<file path="src/rtl/spi_byte_slave_if.sv">
// rtl/spi_byte_slave_if.sv - SPI pin and byte-handshake bundle for spi_byte_slave
//
// Purpose: groups the SPI pins and the byte-level handshake into one bundle.
//   slave  modport: used by spi_byte_slave (pins in, miso/byte strobes out)
//   master modport: used by whatever drives the pins and supplies tx words
// Signals:
//   i_sclk, i_mosi, i_cs_n  SPI pins, asynchronous to the system clock
//   o_miso                  SPI data out pin
//   i_tx_data               next word to transmit, sampled at each load point
//   o_rx_data               last complete received word
//   o_rx_valid              1-cycle pulse, o_rx_data updated
//   o_tx_req                1-cycle pulse, i_tx_data was just loaded
//   o_frame_abort           1-cycle pulse, cs_n deasserted with a partial word
interface spi_byte_slave_if #(
    parameter int DATA_WIDTH = 8
);
    logic                  i_sclk;
    logic                  i_mosi;
    logic                  i_cs_n;
    logic                  o_miso;
    logic [DATA_WIDTH-1:0] i_tx_data;
    logic [DATA_WIDTH-1:0] o_rx_data;
    logic                  o_rx_valid;
    logic                  o_tx_req;
    logic                  o_frame_abort;

    modport slave (
        input  i_sclk, i_mosi, i_cs_n, i_tx_data,
        output o_miso, o_rx_data, o_rx_valid, o_tx_req, o_frame_abort
    );

    modport master (
        output i_sclk, i_mosi, i_cs_n, i_tx_data,
        input  o_miso, o_rx_data, o_rx_valid, o_tx_req, o_frame_abort
    );
endinterface

</file>
<file path="src/rtl/spi_byte_slave.sv">
// rtl/spi_byte_slave.sv - SPI mode-0 byte slave oversampled by the system clock
//
// Purpose: converts sclk/mosi/cs_n into single-cycle received-word strobes and
//   shifts the supplied tx word out on miso, MSB first, requesting the next word.
// Ports:
//   i_clk  system clock, all logic on the rising edge
//   i_rst  asynchronous active-high reset
//   bus    spi_byte_slave_if.slave (pins, tx word, rx word and strobes)
// DATA_WIDTH must match the DATA_WIDTH of the connected interface.
module spi_byte_slave #(
    parameter int DATA_WIDTH  = 8,
    parameter int SYNC_STAGES = 2
) (
    input  logic            i_clk,
    input  logic            i_rst,
    spi_byte_slave_if.slave bus
);
    localparam int CNT_W  = $clog2(DATA_WIDTH);
    localparam int FILL_W = $clog2(SYNC_STAGES + 1);

    typedef enum logic {S_IDLE, S_SHIFT} state_t;

    state_t                 state_q, state_d;
    logic [SYNC_STAGES-1:0] sclk_sync_q, sclk_sync_d;
    logic [SYNC_STAGES-1:0] mosi_sync_q, mosi_sync_d;
    logic [SYNC_STAGES-1:0] cs_sync_q, cs_sync_d;
    logic                   sclk_prev_q, sclk_prev_d;
    logic                   cs_prev_q, cs_prev_d;
    logic [FILL_W-1:0]      fill_q, fill_d;
    logic                   armed_q, armed_d;
    logic [DATA_WIDTH-1:0]  tx_shift_q, tx_shift_d;
    logic [DATA_WIDTH-1:0]  rx_shift_q, rx_shift_d;
    logic [CNT_W-1:0]       bit_cnt_q, bit_cnt_d;
    logic                   byte_done_q, byte_done_d;
    logic [DATA_WIDTH-1:0]  rx_data_q, rx_data_d;
    logic                   rx_valid_q, rx_valid_d;
    logic                   tx_req_q, tx_req_d;
    logic                   frame_abort_q, frame_abort_d;

    logic                   s_sclk, s_mosi, s_cs_n;
    logic                   sclk_rise, sclk_fall, cs_fall, cs_rise;
    logic                   sync_filled;
    logic [DATA_WIDTH-1:0]  rx_next;

    assign s_sclk    = sclk_sync_q[SYNC_STAGES-1];
    assign s_mosi    = mosi_sync_q[SYNC_STAGES-1];
    assign s_cs_n    = cs_sync_q[SYNC_STAGES-1];
    assign sclk_rise = s_sclk & ~sclk_prev_q;
    assign sclk_fall = ~s_sclk & sclk_prev_q;
    assign cs_fall   = ~s_cs_n & cs_prev_q;
    assign cs_rise   = s_cs_n & ~cs_prev_q;
    assign rx_next   = {rx_shift_q[DATA_WIDTH-2:0], s_mosi};

    // After reset the synchroniser still holds its reset value (cs_n=1) for a
    // few cycles; a pin that was already low would then look like a cs fall.
    // Frames are only accepted once cs_n has been seen high from real samples.
    assign sync_filled = (fill_q == FILL_W'(SYNC_STAGES));

    assign bus.o_miso        = (state_q == S_SHIFT) & tx_shift_q[DATA_WIDTH-1];
    assign bus.o_rx_data     = rx_data_q;
    assign bus.o_rx_valid    = rx_valid_q;
    assign bus.o_tx_req      = tx_req_q;
    assign bus.o_frame_abort = frame_abort_q;

    always_comb begin
        sclk_sync_d = {sclk_sync_q[SYNC_STAGES-2:0], bus.i_sclk};
        mosi_sync_d = {mosi_sync_q[SYNC_STAGES-2:0], bus.i_mosi};
        cs_sync_d   = {cs_sync_q[SYNC_STAGES-2:0], bus.i_cs_n};
        sclk_prev_d = s_sclk;
        cs_prev_d   = s_cs_n;
        fill_d      = sync_filled ? fill_q : fill_q + FILL_W'(1);
        armed_d     = armed_q | (sync_filled & s_cs_n);
    end

    always_comb begin
        state_d       = state_q;
        tx_shift_d    = tx_shift_q;
        rx_shift_d    = rx_shift_q;
        bit_cnt_d     = bit_cnt_q;
        byte_done_d   = byte_done_q;
        rx_data_d     = rx_data_q;
        rx_valid_d    = 1'b0;
        tx_req_d      = 1'b0;
        frame_abort_d = 1'b0;
        case (state_q)
            S_IDLE: begin
                // sclk edges are ignored here, including one coincident with cs_fall.
                if (cs_fall && armed_q) begin
                    tx_shift_d  = bus.i_tx_data;
                    bit_cnt_d   = '0;
                    byte_done_d = 1'b0;
                    tx_req_d    = 1'b1;
                    state_d     = S_SHIFT;
                end
            end
            S_SHIFT: begin
                // cs_rise wins over any sclk edge seen in the same cycle.
                if (cs_rise) begin
                    state_d       = S_IDLE;
                    frame_abort_d = (bit_cnt_q != '0);
                end else if (sclk_rise) begin
                    rx_shift_d = rx_next;
                    if (bit_cnt_q == CNT_W'(DATA_WIDTH - 1)) begin
                        rx_data_d   = rx_next;
                        rx_valid_d  = 1'b1;
                        bit_cnt_d   = '0;
                        byte_done_d = 1'b1;
                    end else begin
                        bit_cnt_d = bit_cnt_q + CNT_W'(1);
                    end
                end else if (sclk_fall) begin
                    // The fall after the last bit of a word is the load point.
                    if (byte_done_q) begin
                        tx_shift_d  = bus.i_tx_data;
                        byte_done_d = 1'b0;
                        tx_req_d    = 1'b1;
                    end else begin
                        tx_shift_d = {tx_shift_q[DATA_WIDTH-2:0], 1'b0};
                    end
                end
            end
            default: state_d = S_IDLE;
        endcase
    end

    always_ff @(posedge i_clk or posedge i_rst) begin
        if (i_rst) begin
            state_q       <= S_IDLE;
            sclk_sync_q   <= '0;
            mosi_sync_q   <= '0;
            cs_sync_q     <= '1;
            sclk_prev_q   <= 1'b0;
            cs_prev_q     <= 1'b1;
            fill_q        <= '0;
            armed_q       <= 1'b0;
            tx_shift_q    <= '0;
            rx_shift_q    <= '0;
            bit_cnt_q     <= '0;
            byte_done_q   <= 1'b0;
            rx_data_q     <= '0;
            rx_valid_q    <= 1'b0;
            tx_req_q      <= 1'b0;
            frame_abort_q <= 1'b0;
        end else begin
            state_q       <= state_d;
            sclk_sync_q   <= sclk_sync_d;
            mosi_sync_q   <= mosi_sync_d;
            cs_sync_q     <= cs_sync_d;
            sclk_prev_q   <= sclk_prev_d;
            cs_prev_q     <= cs_prev_d;
            fill_q        <= fill_d;
            armed_q       <= armed_d;
            tx_shift_q    <= tx_shift_d;
            rx_shift_q    <= rx_shift_d;
            bit_cnt_q     <= bit_cnt_d;
            byte_done_q   <= byte_done_d;
            rx_data_q     <= rx_data_d;
            rx_valid_q    <= rx_valid_d;
            tx_req_q      <= tx_req_d;
            frame_abort_q <= frame_abort_d;
        end
    end
endmodule
</file>
<file path="src/flat_wrapper.sv">
// flat-port wrapper written by rule: the top's interface ports become plain ports
module spi_byte_slave_flat 
#(
    parameter int DATA_WIDTH  = 8,
    parameter int SYNC_STAGES = 2
)
  (i_clk, i_rst, bus_i_sclk, bus_i_mosi, bus_i_cs_n, bus_i_tx_data, bus_o_miso, bus_o_rx_data, bus_o_rx_valid, bus_o_tx_req, bus_o_frame_abort);
  spi_byte_slave_if #(.DATA_WIDTH(DATA_WIDTH)) bus_i ();
  input  logic i_clk;
  input  logic i_rst;
  input wire logic [$bits(bus_i.i_sclk)-1:0] bus_i_sclk;
  input wire logic [$bits(bus_i.i_mosi)-1:0] bus_i_mosi;
  input wire logic [$bits(bus_i.i_cs_n)-1:0] bus_i_cs_n;
  input wire logic [$bits(bus_i.i_tx_data)-1:0] bus_i_tx_data;
  output wire logic [$bits(bus_i.o_miso)-1:0] bus_o_miso;
  output wire logic [$bits(bus_i.o_rx_data)-1:0] bus_o_rx_data;
  output wire logic [$bits(bus_i.o_rx_valid)-1:0] bus_o_rx_valid;
  output wire logic [$bits(bus_i.o_tx_req)-1:0] bus_o_tx_req;
  output wire logic [$bits(bus_i.o_frame_abort)-1:0] bus_o_frame_abort;
  assign bus_i.i_sclk = bus_i_sclk;
  assign bus_i.i_mosi = bus_i_mosi;
  assign bus_i.i_cs_n = bus_i_cs_n;
  assign bus_i.i_tx_data = bus_i_tx_data;
  assign bus_o_miso = bus_i.o_miso;
  assign bus_o_rx_data = bus_i.o_rx_data;
  assign bus_o_rx_valid = bus_i.o_rx_valid;
  assign bus_o_tx_req = bus_i.o_tx_req;
  assign bus_o_frame_abort = bus_i.o_frame_abort;
  spi_byte_slave #(.DATA_WIDTH(DATA_WIDTH), .SYNC_STAGES(SYNC_STAGES)) u_core (.i_clk(i_clk), .i_rst(i_rst), .bus(bus_i));
endmodule
</file>
<file path="config.mk">
export PLATFORM = sky130hd
export DESIGN_NAME = spi_byte_slave_flat
export DESIGN_NICKNAME = d
export VERILOG_FILES = /design/src/rtl/spi_byte_slave_if.sv /design/src/rtl/spi_byte_slave.sv /design/src/flat_wrapper.sv
export SDC_FILE = /design/constraint.sdc
export NUM_CORES = 1
export LEC_CHECK = 0
export CAP_MARGIN = 0
export CORE_UTILIZATION = 55
export DETAILED_ROUTE_END_ITERATION = 16
export PLACE_DENSITY = 0.77
export SETUP_SLACK_MARGIN = 0.2
export SLEW_MARGIN = 25
export SYNTH_ARGS = -nofsm -noshare
export SYNTH_HDL_FRONTEND = slang
export SYNTH_SLANG_ARGS = --single-unit
export TNS_END_PERCENT = 100
</file>
<file path="constraint.sdc">
create_clock -name i_clk -period 3.1 [get_ports i_clk]
set_input_delay 0.31 -clock i_clk [delete_from_list [all_inputs] [get_ports i_clk]]
set_output_delay 0.31 -clock i_clk [all_outputs]
set_load 0.005 [all_outputs]
</file>
==> out/metrics.yaml, run 1 <==
run_status:
  outcome: "finished clean"
synthesis:
  ys_warn_count: 0
  yosys-top-cells-count: "dfrtp_1 (39), mux2_2 (22), inv_1 (12)"
  synth-seq-cells: 42
  synth_adder_area_share_pct: 5.51
  synthArstFlopShare_pct: 100
  synth-simple-area-share_pct: 6.13
  yosysSeqAreaShare_pct: 58.1
  ys.flop_type: "dfrtp_1"
  synth_top_family_by_area: "multiplexers"
  synth_top_area_share_pct: 53.7
  synth_most_common_cell: "dfrtp_1"
  yosysTopAreaCell: "dfrtp_1"
  ys_types: 29
  synth_xor_area_share_pct: 0.482
  syn_inst: 125
  synth-edff-count: 0
  muxShareOfSynthArea_pct: 21.6
  synth.net_count: 146
  synth.avg_cell_area_sq_um: 14.5
  synth_compound_area_share_pct: 3.99
  syn-cell-area_sq_um: 1820
  synth_area_leaders: "dfrtp_1 (54%), mux2_2 (14%), mux2_4 (5.8%), ha_1 (5.5%), dfstp_2 (4.3%)"
critical_path:
  cp-startpoint: "u_core.state_q$_DFF_PP0_"
  end_kind: "output port"
  crit-reg2reg-launch: "u_core.cs_prev_q$_DFF_PP1_"
  worstPathRequired_ns: 2.79
  start_kind: "register"
  r2r_end: "u_core.tx_shift_q[6]$_DFFE_PP0P_"
  crit_type: "reg -> out"
  worst_ep_arrival_time_ns: 1.58
  reg2reg_slack_ns: 1.33
  worstPathMaxFanout: 12
  worstRegToRegCells: 3
finish:
  antenna_cells: 0
  post_route_cells_drive_above_1_share_pct: 27.1
  fin_nets: 175
  area_delta_synth_final_pct: 18.7
  ff_latch_area_sq_um: 1050
  fillers: 250
  multi_input_area_sq_um: 686
place:
  globalplace.congestion: 0.782
  dp_hpwl_um: 2010
  port_buffers: 24
sta:
  finalSetupViolCount: 0
  skew_ns: 0.00820
  min_period_ns: 1.89
  rsz0062_at_grt: "false"
  hold-worst-slack_ns: 0.320
  relSlewSlack_pct: 42.7
  tightest_slew_ns: 0.854
  clock.fmax_mhz: 529
  fin_crit_sh_pct: 60.9
  setup_tns_ns: 0
  hold_violations: 0
  maxSlewViolCount: 0
min_path:
  hold_class: "in -> async"
drt:
  vias: 1021
  drtIter0Drc: 33
  ant_nets: 0
  drt_pass1_iterations: 4
  viasPerCell: 5.13
  wl_per_cell_um: 13.8
  wirelength_um: 2740
  drc: 0
floorplan:
  die-height_um: 59.5
  dieArea_sq_um: 3540
  die_x_um: 59.5
  core_sq_um: 3100
  io_pins: 25
  start_util_pct: 58.5
  std_cell_rows: 20
global_route:
  grt_pass1_wl_um: 4770
  grt_max_degree: 26
  antenna_found_initial: 0
  grt_pass1_vias: 1038
  overflow: 0
  track_usage_pct: 18.9
clock_tree:
  cts_sinks: 42
  cts_inserted_buffers: 5
  htreeDepth: 2
  cts_tree: "built"
  post-cts-setup-buffer-count: 0
  ctsHoldBuffers: 0
  clock_latency_ns: 0.35
  cts_resized: 0
  cts_root_buf: "clkbuf_4"
  clk_pin_slew_ns: 0.12
  cts_buffer_depth: 2
power:
  p_per_area_nw_per_um2: 609
  total_leakage_power_nw: 1.05
  vdd_drop_max_mv: 0.263
job:
  maxCapViolCount: 0
-- state kept, by name, summed over array words and instances (netlist names) --
name and flops:
u_core.armed_q 1, u_core.bit_cnt_q 3, u_core.bus.o_frame_abort 1, u_core.bus.o_rx_data 8, u_core.bus.o_rx_valid 1, u_core.bus.o_tx_req 1
u_core.byte_done_q 1, u_core.cs_prev_q 1, u_core.cs_sync_q 2, u_core.fill_q 2, u_core.mosi_sync_q 2, u_core.rx_shift_q 7
u_core.sclk_prev_q 1, u_core.sclk_sync_q 2, u_core.state_q 1, u_core.tx_shift_q 8
-- stage by stage --
step           cells  instance area, sq um  util (%)  power (mW)  setup slack, ns
2_1_floorplan    125                  1820         -       0.958             1.58
5_1_grt          199                  2160      69.5        1.40             1.13
3_5_place_dp     191                  2100      67.5        1.05             1.35
3_3_place_gp     191                  2100      67.5        1.03             1.39
6_report         199                  2160      69.5        1.31             1.21
4_1_cts          199                  2160      69.5        1.33             1.21
-- cell families (layout without fill, tap and decap cells) --
logic type               count (synthesis)  count (layout)
multiplexers                            33              33
adder cells (fa/ha/maj)                  8               8
XOR/XNOR                                 1               1
buffers and inverters                   16              46
AND/OR/NAND/NOR                         16              16
AO/OA/AOI/OAI                            9               9
flip-flops                              42              42
-- how the worst max path moves through the flow --
stage | endpoint | cells past startpoint | slack, ns
3_5_place_dp | u_core.tx_shift_q[5]$_DFFE_PP0P_ | 3 | 1.35
3_3_place_gp | u_core.tx_shift_q[1]$_DFFE_PP0P_ | 3 | 1.39
5_1_grt | bus_o_miso | 2 | 1.13
4_1_cts | bus_o_miso | 2 | 1.21
2_1_floorplan | u_core.tx_shift_q[1]$_DFFE_PP0P_ | 4 | 1.58
6_report | bus_o_miso | 2 | 1.21
-- placed cells by master, fill, tap and decap left out, drive strengths merged --
| cell type | instances |
|---|---|
| or3 | 1 |
| o21ai | 1 |
| buf | 2 |
| clkbuf | 7 |
| and4 | 1 |
| dfstp | 3 |
| and4bb | 1 |
| clkdlybuf4s50 | 24 |
| a2111o | 1 |
| a41o | 2 |
| nand2 | 2 |
| mux2 | 29 |
| nand3 | 1 |
| ha | 8 |
| clkinv | 2 |
| and2b | 1 |
| inv | 11 |
| a31oi | 1 |
| nand3b | 2 |
| o211ai | 2 |
| nand2b | 2 |
| xnor2 | 1 |
| mux2i | 4 |
| nor2b | 2 |
| dfrtp | 39 |
| nor3 | 1 |
| and2 | 1 |
| nand4 | 1 |
| a21o | 2 |
-- layout make-up --
type                            count  area share (%)
Sequential cell                    42            48.9
Multi-Input combinational cell     67            31.8
Timing Repair Buffer               26            11.8
Clock buffer                        7            2.55
Tap cell                           44            2.55
Inverter                           12            2.09
Clock inverter                      1           0.232
-- worst max-delay path: stages (launching register included) --
cell             delay, ns
dfrtp_1               0.56
and2_1                0.18
clkdlybuf4s50_1       0.49
-- metal layers --
| metal | wire length, um | vias up | part of all wire (%) | track usage (%) |
|---|---|---|---|---|
| li1 | - | 492 | - | - |
| met1 | 1240 | 500 | 45 | 23.8 |
| met2 | 1290 | 24 | 47 | 29.7 |
| met3 | 165 | 5 | 6.0 | 7.21 |
| met4 | 46 | 0 | 1.7 | 7.14 |
| met5 | 0 | - | 0 | 0 |
-- where the power goes --
part	switching (mW)	total, mW	internal (mW)
clock	0.166	0.276	0.110
combinational	0.0982	0.291	0.193
sequential	0.0792	0.745	0.665
total	0.344	1.31	0.968
Note: power is estimated with default switching activity, not from simulation.
==> run 2, diff against run 1 <==
Settings changed: CORE_UTILIZATION 55 to 48, PLACE_DENSITY 0.77 to 0.71.
Clock period 3.1 ns to 1.7 ns, I/O delays scaled along.
==> run 2 against run 1 <==
Sequential share of layout area down 3.1 points; combinational power up 98%; via count up 5.3%; power up 110%; worst hold slack worse by 0.14 ns; clock skew about the same; clock power rose to 2.8 times the previous value; global-route usage down 2.0 points; final area up 6.7%; register-to-register slack worse by 1.2 ns; setup slack worse by 1.1 ns; flip-flop and latch count unchanged; critical endpoint is now u_core.tx_shift_q[7]$_DFFE_PP0P_; largest cell class unchanged; largest power group unchanged.
==> out/metrics.yaml, run 2 (synthesis gave the netlist of run 1 again) <==
clock_tree:
  htreeDepth: 2  # unchanged
  cts_buffer_depth: 2  # unchanged
  clk_pin_slew_ns: 0.07  # -0.05 ns
  cts_tree: "built"
  clock_latency_ns: 0.29  # -0.06 ns
  cts_sinks: 42  # unchanged
  cts_root_buf: "clkbuf_8"
  cts_inserted_buffers: 5  # unchanged
  ctsHoldBuffers: 0  # unchanged
place:
  placed_cell_area_sq_um: 2150  # +2.4%
  dp_hpwl_um: 2120  # +5.9%
  port_buffers: 24  # unchanged
  globalplace.congestion: 0.812  # +3.8%
  dp_slack_ns: 0.0857  # -1.26 ns
critical_path:
  crit_type: "reg -> reg"
  start_kind: "register"
  worstPathRequired_ns: 1.87  # -0.92 ns
  worst_ep_arrival_time_ns: 1.74  # +0.16 ns
  worstPathMaxFanout: 8  # -4
  end_kind: "register"
global_route:
  track_usage_pct: 17.0  # -2.0 points
  antenna_found_initial: 0  # unchanged
  grt_pass1_wl_um: 5160  # +8.3%
  grt_max_degree: 19  # -27%
  overflow: 0  # unchanged
  grt_pass1_vias: 1210  # +17%
floorplan:
  die_x_um: 63.5  # +6.8%
  std_cell_rows: 21  # +5.0%
  die-height_um: 63.5  # +6.8%
  dieArea_sq_um: 4030  # +14%
  core_sq_um: 3470  # +12%
  io_pins: 25  # unchanged
  start_util_pct: 52.4  # -6.2 points
power:
  comb_power_share_pct: 21.3  # -0.9 points
  power_mw: 2.70  # +110%
  seqPwrFrac_pct: 50.0  # -6.8 points
  clkPwrFrac_pct: 28.7  # +7.6 points
  p_per_area_nw_per_um2: 1170  # +93%
  total_leakage_power_nw: 1.13  # +7.0%
  internal-power_mw: 2.06  # +110%
  vdd_drop_max_mv: 0.655  # +150%
  power.share.switching_pct: 23.8  # -2.4 points
  power_switching_mw: 0.644  # +87%
sta:
  rsz0062_at_grt: "true"
  setup_tns_ns: 0  # unchanged
  tightest_slew_ns: 0.451  # -0.403 ns
  relSlewSlack_pct: 69.8  # +27 points
  clock.fmax_mhz: 636
  finalSetupViolCount: 0  # unchanged
  skew_ns: 0.00858  # +0.000378 ns
  hold_violations: 0  # unchanged
  fin_crit_sh_pct: 92.4
  min_period_ns: 1.57
  maxSlewViolCount: 0  # unchanged
  fin_ws_ns: 0.128  # -1.08 ns
finish:
  fin_nets: 180  # +2.9%
  fillers: 270  # +8.0%
  multi_input_area_sq_um: 709  # +3.5%
  antenna_cells: 0  # unchanged
  final_util_pct: 66.3  # -3.2 points
  stdcell_area_sq_um: 2300  # +6.7%
  mostFrequentLayoutCell: "dfrtp_1"
  final_cell_mix: "dfrtp_1 (39), clkdlybuf4s50_1 (23), mux2_2 (22)"
  area_delta_synth_final_pct: 26.6
  ff_latch_area_sq_um: 1050  # unchanged
  post_route_cells_drive_above_1_share_pct: 31.4  # +4.3 points
drt:
  wl_per_cell_um: 14.5  # +5.3%
  drc: 0  # unchanged
  drt_pass1_iterations: 4  # unchanged
  ant_nets: 0  # unchanged
  viasPerCell: 5.24  # +2.2%
  drtIter0Drc: 35  # +6.1%
  vias: 1075  # +5.3%
  wirelength_um: 2970  # +8.5%
run_status:
  outcome: "finished clean"
min_path:
  hold_class: "in -> async"
job:
  maxCapViolCount: 0  # unchanged
## run 2: power by group through the flow
stage	Sequential, mW	Combinational (mW)	Clock (mW)
floorplan	1.32	0.424	0
CTS	1.35	0.581	0.805
detailed placement	1.37	0.572	0
global route	1.38	0.636	0.851
finish	1.35	0.575	0.776
global placement	1.35	0.548	0
## run 2: final timing paths
kind	from	to	slack [ns]	depth (start not counted)
max	u_core.cs_sync_q[1]$_DFF_PP1_	u_core.tx_shift_q[7]$_DFFE_PP0P_	0.13	4
min	i_rst	u_core.bus.o_rx_data[2]$_DFFE_PP0P_	0.18	2
max reg2reg	u_core.cs_sync_q[1]$_DFF_PP1_	u_core.tx_shift_q[7]$_DFFE_PP0P_	0.13	4
min reg2reg	u_core.sclk_sync_q[0]$_DFF_PP0_	u_core.sclk_sync_q[1]$_DFF_PP0_	0.35	0
max in group asynchronous	i_rst	u_core.tx_shift_q[7]$_DFFE_PP0P_	0.96	3
min in group i_clk	bus_i_cs_n	u_core.cs_sync_q[0]$_DFF_PP1_	0.29	1
## run 2: final cells by class
| cell class | count | area share (%) |
|---|---|---|
| Clock inverter | 1 | 1.31 |
| Multi-Input combinational cell | 67 | 30.8 |
| Inverter | 12 | 1.96 |
| Clock buffer | 6 | 3.59 |
| Tap cell | 46 | 2.50 |
| Sequential cell | 42 | 45.9 |
| Timing Repair Buffer | 31 | 13.9 |
## run 2: stage by stage
stage / cells / hold slack (ns)
6_report: 205 / 0.182
5_1_grt: 205 / 0.204
4_1_cts: 205 / 0.181
3_5_place_dp: 196 / 0.338
3_3_place_gp: 196 / 0.333
2_1_floorplan: 125 / 0.174
## run 2: layer usage
metal	vias to the layer above	track usage (%)	routed length (um)
li1	502	-	-
met1	531	19.1	1230
met2	42	29.3	1580
met3	0	5.62	157
met4	0	6.82	0
met5	-	0	0
## run 2: repair_timing
action                                  CTS  global route
pin swaps                                 0             2
gates resized for setup                   3             3
endpoints found under the setup margin   17            18
buffers inserted                          2             0
## run 2: worst max-delay path: stages, from the launching register on
cell      delay (ns)
dfstp_2         0.56
and4bb_1        0.22
a41o_1          0.25
buf_12          0.15
mux2_4          0.29
